===== config.mk =====
export PLATFORM = sky130hd
export DESIGN_NAME = alu_sequencer
export DESIGN_NICKNAME = d
export VERILOG_FILES = /design/src/rtl/alu_seq_pkg.sv /design/src/rtl/rr_arbiter2.sv /design/src/rtl/alu_sequencer.sv
export SDC_FILE = /design/constraint.sdc
export NUM_CORES = 1
export LEC_CHECK = 0
export CAP_MARGIN = 40
export CORE_AREA = 4 4 72 87
export DETAILED_ROUTE_END_ITERATION = 16
export DIE_AREA = 0 0 76 91
export DONT_BUFFER_PORTS = 1
export PLACE_DENSITY_LB_ADDON = 0.12
export SKIP_CTS_REPAIR_TIMING = 1
export SKIP_LAST_GASP = 1
export SLEW_MARGIN = 20
export SYNTH_ARGS = -nofsm -noshare
export SYNTH_HDL_FRONTEND = slang
export SYNTH_SLANG_ARGS = --single-unit

===== constraint.sdc =====
create_clock -name clk -period 4.4 [get_ports clk]
set_clock_uncertainty 0.2 [all_clocks]
set_input_delay 0.66 -clock clk [delete_from_list [all_inputs] [get_ports clk]]
set_output_delay 0.66 -clock clk [all_outputs]
set_load 0.05 [all_outputs]

===== src/rtl/alu_seq_pkg.sv =====
// alu_seq_pkg: shared types and constants for the ALU request sequencer
package alu_seq_pkg;
  typedef enum logic [1:0] {IDLE, BUSY, RESP} state_e;
  localparam logic [1:0] SEL_ARITHMETIC = 2'b00;
  localparam logic [1:0] SEL_LOGIC = 2'b01;
  localparam logic [1:0] SEL_SHIFTER = 2'b11;
  localparam int OP_W = 3;
endpackage


===== src/rtl/rr_arbiter2.sv =====
// rr_arbiter2: two-way round-robin arbiter; a tie goes to the requester not granted last
module rr_arbiter2 (
  input  logic       clk,
  input  logic       rst,
  input  logic [1:0] req,
  input  logic       advance,
  output logic [1:0] gnt
);
  logic last_q;
  assign gnt[0] = req[0] & (~req[1] | last_q);
  assign gnt[1] = req[1] & (~req[0] | ~last_q);
  always_ff @(posedge clk or posedge rst) begin
    if (rst) last_q <= 1'b1;
    else if (advance) last_q <= gnt[1];
  end
endmodule


===== src/rtl/alu_sequencer.sv =====
// alu_sequencer: arbitrates two requesters onto the shared ALU, waits LAT cycles, returns a tagged result
module alu_sequencer import alu_seq_pkg::*; #(
  parameter int N = 8,
  parameter int LAT = 1
) (
  input  logic            clk,
  input  logic            rst,
  input  logic            req_valid_0,
  input  logic            req_valid_1,
  output logic            req_ready_0,
  output logic            req_ready_1,
  input  logic [N-1:0]    req_a_0,
  input  logic [N-1:0]    req_a_1,
  input  logic [N-1:0]    req_b_0,
  input  logic [N-1:0]    req_b_1,
  input  logic [1:0]      req_sel_0,
  input  logic [1:0]      req_sel_1,
  input  logic [OP_W-1:0] req_op_0,
  input  logic [OP_W-1:0] req_op_1,
  output logic [N-1:0]    alu_a,
  output logic [N-1:0]    alu_b,
  output logic            alu_s1,
  output logic            alu_s0,
  output logic [OP_W-1:0] alu_op,
  input  logic [N-1:0]    alu_rc,
  output logic            rsp_valid,
  input  logic            rsp_ready,
  output logic            rsp_id,
  output logic [N-1:0]    rsp_data,
  output logic            busy
);
  localparam int CW = $clog2(LAT + 1);
  state_e state_q, state_d;
  logic [CW-1:0] cnt_q, cnt_d;
  logic [N-1:0] a_q, b_q, rsp_data_q;
  logic [1:0] sel_q;
  logic [OP_W-1:0] op_q;
  logic id_q, rsp_id_q;
  logic [1:0] gnt;
  logic idle, accept, capture;
  rr_arbiter2 u_arb (
    .clk(clk),
    .rst(rst),
    .req({req_valid_1, req_valid_0}),
    .advance(accept),
    .gnt(gnt)
  );
  assign idle = state_q == IDLE;
  assign accept = idle & |gnt;
  assign capture = state_q == BUSY && cnt_q == '0;
  // readies are combinational, so mask them while reset is asserted
  assign req_ready_0 = idle & gnt[0] & ~rst;
  assign req_ready_1 = idle & gnt[1] & ~rst;
  always_comb begin
    state_d = accept ? BUSY : capture ? RESP : (state_q == RESP && rsp_ready) ? IDLE : state_q;
    cnt_d = accept ? CW'(LAT - 1) : (state_q == BUSY && cnt_q != '0) ? cnt_q - 1'b1 : cnt_q;
  end
  always_ff @(posedge clk or posedge rst) begin
    if (rst) begin
      state_q <= IDLE;
      cnt_q <= '0;
      a_q <= '0;
      b_q <= '0;
      sel_q <= '0;
      op_q <= '0;
      id_q <= 1'b0;
      rsp_data_q <= '0;
      rsp_id_q <= 1'b0;
    end else begin
      state_q <= state_d;
      cnt_q <= cnt_d;
      if (accept) begin
        a_q <= gnt[1] ? req_a_1 : req_a_0;
        b_q <= gnt[1] ? req_b_1 : req_b_0;
        sel_q <= gnt[1] ? req_sel_1 : req_sel_0;
        op_q <= gnt[1] ? req_op_1 : req_op_0;
        id_q <= gnt[1];
      end
      if (capture) begin
        rsp_data_q <= alu_rc;
        rsp_id_q <= id_q;
      end
    end
  end
  assign alu_a = a_q;
  assign alu_b = b_q;
  assign {alu_s1, alu_s0} = sel_q;
  assign alu_op = op_q;
  assign rsp_valid = state_q == RESP;
  assign rsp_id = rsp_id_q;
  assign rsp_data = rsp_data_q;
  assign busy = ~idle;
endmodule


==> results.ini, run 1 <==
[outcome]
status=completed

[power_and_ir_drop]
finalPower_mw=0.615
irDropWorstVdd_uv=118
power_density_mw_per_mm2=328
leakagePower_nw=0.948

[placed_design]
port_buffers=0
hpwlAfterDp_mm=2.48
gp_congestion=0.613
place_inst=175
place_worst_setup_slack_ns=2.04

[routing]
routedWlPerCell_microns=18.4
routed_wl_mm=3.36
drtPass1Iterations=4
drt-initial-drc-count=38
drc=0
ant_nets=0
vias_per_cell=5.12
via_count=937

[setup_path]
r2r_setup_slack_ns=2.39
worstSetupEndpointType=output port
reg2reg_depth=4
crit_type=register to output port
crit_fanout=7
crit_path_start_kind=register
critPathMaxStageDelay_ns=0.45
required_ns=3.54
cp_slowest_cell=dfrtp_1
critical_path_arrival_ns=1.75
r2r_end=alu_a[7]$_DFFE_PP0P_
crit-reg2reg-launch=u_arb.last_q$_DFFE_PP1P_
path_cells=nor2_4 -> inv_1 -> nor3_1 -> buf_4

[clocking]
cts_tree=built
clock_latency_ns=0.28
path_clk_slew_ns=0.07
cts_sinks=35
cts_max_level=2
clockBufferDepth=2
cts-root-buf=clkbuf_8
cts_made_buffers=5

[floorplanning]
num_io_pins=89
die-area_sq_mm=0.00692
initial_core_util_pct=31.8
rows=29
coreArea_sq_mm=0.00533
die_h_microns=91
fp.dieW_microns=76

[timing]
min_period_over_period_pct=59.3
whs_ns=0.177
tightestPinTransition_ns=0.740
finalHoldViolCount=0
fmax_mhz=383
fin_setup_tns_ns=0
drv_slew=0
slew_headroom_pct=50.5
layout_setup_ws_ns=1.79
setup_violations=0
min_period_ns=2.61
rsz0062_at_grt=no

[cells_and_area]
regArea_sq_um=877
diodes=0
syn2layout_area_growth_pct=10.7
final_common_cell=dfrtp_1
final_cells=183
drive_above_1_share_pct=55.4
layout.nets=175
layout_common_cells=dfrtp_1, mux2_2, mux2_4
multiInputGateArea_sq_um=777
nFillCells=520

[global_route]
grt_usage_pct=9.73
grt_first_pass_wirelength_mm=5.36
grt_max_degree=36
antenna_found_initial=0
grt-ovfl-total=0
grt_pass1_vias=1072

[synth]
syn-cell-area_sq_mm=0.00170
ys_types=20
syn_nets=168
yosys_warnings=0
syn_area_per_cell_sq_um=15.0
ys_seq_area_share_pct=51.7
synth-seq-cells=35
synthCells=113

[run]
drv_cap=0

[min_path]
min_path_type=primary input to async pin

stage by stage:
| stage | cell area [sq um] | utilization [%] |
|---|---|---|
| after floorplan | 1700 | - |
| after global placement | 1760 | 33.0 |
| after detailed placement | 1780 | 33.3 |
| after CTS | 1880 | 35.2 |
| after global routing | 1880 | 35.2 |
| final | 1880 | 35.2 |
worst max path at each step:
stage               cells past startpoint  slack [ns]                   start          end
detailed placement                      2        2.04             req_valid_1  req_ready_1
CTS                                     4        1.78  state_q[1]$_DFFE_PP0P_  req_ready_0
finish                                  4        1.79  state_q[1]$_DFFE_PP0P_  req_ready_0
global placement                        2        2.04             req_valid_1  req_ready_1
floorplan                               2        1.54                     rst  req_ready_1
global route                            4        1.66  state_q[1]$_DFFE_PP0P_  req_ready_0
routing by layer:
layer / up-vias / part of all wire, % / track usage, % / wire [microns]
met5: - / 0 / 0 / 0
met2: 49 / 53 / 16.7 / 1790
li1: 411 / - / - / -
met3: 5 / 9.2 / 4.16 / 310
met1: 472 / 36 / 10.4 / 1210
met4: 0 / 1.6 / 4.01 / 54
layout make-up:
cell class	count	share of cell area (%)
tap	62	4.13
inverter	4	0.800
clock buffer	8	5.33
multi-input combinational	70	41.4
sequential	35	46.7
timing repair buffer	4	1.60
Yosys cell counts:
master	instances	share of area (%)
nor2_2	1	0.37
inv_1	4	0.89
dfrtp_1	34	50
nand2_1	3	0.66
dfstp_2	1	1.6
o21ai_1	1	0.29
a22o_1	1	0.52
and3_1	2	0.74
o21ai_0	3	0.89
nor2b_1	1	0.37
nor3_1	1	0.29
buf_6	2	1.3
a21boi_4	1	1.1
mux2_2	33	22
a21oi_1	1	0.29
mux2_4	18	16
a31oi_1	1	0.37
nor2_4	1	0.66
buf_4	2	0.89
nand2b_1	2	0.74
cell families (layout without fill, tap and decap cells):
family | Yosys count | after routing | synth area share [%]
multiplexers | 51 | 51 | 37.9
flip-flops | 35 | 35 | 51.7
AND/OR/NAND/NOR | 11 | 11 | 3.84
AO/OA/AOI/OAI | 8 | 8 | 3.47
buffers and inverters | 8 | 16 | 3.10
registers in the layout (all words and copies together) (netlist names):
register / cells
sel_q: 2
rsp_id: 1
state_q: 2
u_arb.last_q: 1
id_q: 1
rsp_data: 8
alu_op: 3
cnt_q: 1
alu_a: 8
alu_b: 8
critical path, delay by kind of cell (launching register included):
family        cells  cell delay (ns)
buf+inv           2             0.52
simple gates      2             0.50
flops             1             0.45
report_power, final:
group | switching (mW) | internal [mW] | total, mW
Clock | 0.110 | 0.143 | 0.253
Sequential | 0 | 0.322 | 0.322
Combinational | 0.0156 | 0.0240 | 0.0397
Total | 0.126 | 0.489 | 0.615
Note: power is estimated with default switching activity, not from simulation.
==> run 2: changes to the inputs <==
--- a/config.mk
+++ b/config.mk
@@ -5,10 +5,11 @@
 export SDC_FILE = /design/constraint.sdc
 export NUM_CORES = 1
 export LEC_CHECK = 0
+export ABC_AREA = 1
 export CAP_MARGIN = 40
-export CORE_AREA = 4 4 72 87
+export CORE_AREA = 4 4 73 88
 export DETAILED_ROUTE_END_ITERATION = 16
-export DIE_AREA = 0 0 76 91
+export DIE_AREA = 0 0 77 92
 export DONT_BUFFER_PORTS = 1
 export PLACE_DENSITY_LB_ADDON = 0.12
 export SKIP_CTS_REPAIR_TIMING = 1
==> constraint.sdc (replaced) <==
create_clock -name clk -period 2.3 [get_ports clk]
set_clock_uncertainty 0.2 [all_clocks]
set_input_delay 0.345 -clock clk [delete_from_list [all_inputs] [get_ports clk]]
set_output_delay 0.345 -clock clk [all_outputs]
set_load 0.05 [all_outputs]
==> run 2 against run 1 <==
Against the previous run:
- routed wire length increased by 34%
- worst hold slack got worse by 0.17 ns
- synthesized area increased by 2.1%
- die area increased by 2.4%
- design area increased by 1.1%
- synthesized cell count increased by 100%
- non-clock buffer count increased by 6
- critical path type unchanged
- largest cell class unchanged
==> results.ini, run 2 <==
[outcome]
status=completed

[min_path]
min_path_type=primary input to register

[placed_design]
gp_congestion=0.759
hpwlAfterDp_mm=3.09
place_worst_setup_slack_ns=0.720
dpl_cell_area_sq_mm=0.00179
port_buffers=0

[routing]
drc=0
vias_per_cell=4.82
routed_wl_mm=4.51
routedWlPerCell_microns=15.2
ant_nets=0
drtPass1Iterations=6
via_count=1432
drt-initial-drc-count=63

[cells_and_area]
multiInputGateArea_sq_um=716
drive_above_1_share_pct=8.58
syn2layout_area_growth_pct=9.62
nFillCells=604
regArea_sq_um=877
fin_area_sq_mm=0.00190
layout.nets=287
layout_common_cells=nand2_1, nand3_1, dfrtp_1
final_common_cell=nand2_1
diodes=0

[timing]
setup_violations=0
layout_setup_ws_ns=0.438
min_period_over_period_pct=80.9
slew_headroom_pct=59.2
fmax_mhz=537
drv_slew=0
tightestPinTransition_ns=0.610
fin_setup_tns_ns=0
finalHoldViolCount=0
min_period_ns=1.86
rsz0062_at_grt=no

[floorplanning]
rows=30
die-area_sq_mm=0.00708
num_io_pins=89
coreArea_sq_mm=0.00559
initial_core_util_pct=30.9
fp.dieW_microns=77
die_h_microns=92

[synth]
syn_area_per_cell_sq_um=7.52
yosys.area.top_type=dfrtp_1
ys_seq_area_share_pct=50.7
synthTopCellsByArea=dfrtp_1, nand2_1, nand3_1, buf_2, inv_1
synthCells=230
synth-seq-cells=35
syn-cell-area_sq_mm=0.00173
yosysTopAreaCellShare_pct=49.2
synth_most_common_cell=nand2_1
syn_nets=285
synth_edf_count=0
ys_types=14
async_reset_ff_share_pct=100
yosys_most_used_dff=dfrtp_1
ys_top_cells_by_count=nand2_1, nand3_1, dfrtp_1
yosys_warnings=0

[power_and_ir_drop]
swShare_pct=22.4
leakagePower_nw=1.07
power.switching_mw=0.254
intPower_mw=0.879
power_density_mw_per_mm2=597
p_comb_share_pct=5.2
p_clk_share_pct=40.5
irDropWorstVdd_uv=206
seqPwrFrac_pct=54.3

[global_route]
grt_first_pass_wirelength_mm=7.30
grt_pass1_vias=1427
grt-ovfl-total=0
grt_max_degree=36
antenna_found_initial=0
grt_usage_pct=13.2

[clocking]
cts_made_buffers=5
cts-root-buf=clkbuf_8
cts_tree=built
cts_max_level=2
clock_latency_ns=0.28
clockBufferDepth=2
path_clk_slew_ns=0.07
cts_sinks=35

[setup_path]
crit_path_start_kind=register
crit_type=register to output port
critical_path_arrival_ns=1.32
required_ns=1.75
worstSetupEndpointType=output port
crit_fanout=3

[run]
drv_cap=0

==> run 2: critical path: stages (launching register included) <==
cell	delay, ns
dfstp_2	0.54
inv_1	0.04
nand2_1	0.06
nand3_2	0.09
nor2_1	0.10
buf_4	0.20
==> run 2: worst paths after layout <==
kind / slack [ns] / end / cells after the start / startpoint
worst max-delay path: 0.44 / req_ready_0 / 5 / u_arb.last_q$_DFFE_PP1P_
worst min-delay path: 0.008 / rsp_data[2]$_DFFE_PP0P_ / 2 / alu_rc[2]
min in group asynchronous: 0.42 / alu_b[7]$_DFFE_PP0P_ / 3 / rst
worst min register to register: 0.27 / id_q$_DFFE_PP0P_ / 2 / id_q$_DFFE_PP0P_
max in group asynchronous: 1.14 / u_arb.last_q$_DFFE_PP1P_ / 3 / rst
worst max register to register: 0.72 / alu_op[1]$_DFFE_PP0P_ / 7 / u_arb.last_q$_DFFE_PP1P_
==> run 2: metal layers <==
metal | track usage (%) | wire length, microns | share of wire (%)
met4 | 3.56 | 53 | 1.2
met2 | 22.1 | 2180 | 48
met5 | 0 | 0 | 0
met1 | 14.9 | 1800 | 40
met3 | 6.29 | 479 | 11
==> run 2: power groups by stage <==
stage	registers (mW)	clock network, mW	logic (mW)
floorplan	0.627	0	0.0515
global placement	0.627	0	0.0589
finish	0.615	0.459	0.0592
CTS	0.615	0.483	0.0590
detailed placement	0.627	0	0.0589
global route	0.615	0.509	0.0726
==> run 2: kinds of logic after synthesis <==
logic type	share of synthesized area [%]
simple gates	38.5
flops	50.7
buf+inv	7.95
compound gates	2.89
==> run 2: per-stage QoR <==
step / instances / hold slack [ns] / util (%) / total power, mW
2_1_floorplan: 230 / 0.242 / - / 0.678
3_3_place_gp: 287 / 0.185 / 31.9 / 0.686
3_5_place_dp: 287 / 0.179 / 31.9 / 0.686
4_1_cts: 295 / -0.130 / 33.6 / 1.16
5_1_grt: 297 / 0.00108 / 33.9 / 1.20
6_report: 297 / 0.00834 / 33.9 / 1.13
==> run 2: final cells by class <==
cell class / instances / share of cell area (%)
flip-flops and latches: 35 / 46.2
multi-input cells: 166 / 37.7
clock buffers: 7 / 4.55
repair buffers: 10 / 4.22
well taps: 64 / 4.22
inverters: 14 / 2.77
clock inverters: 1 / 0.264
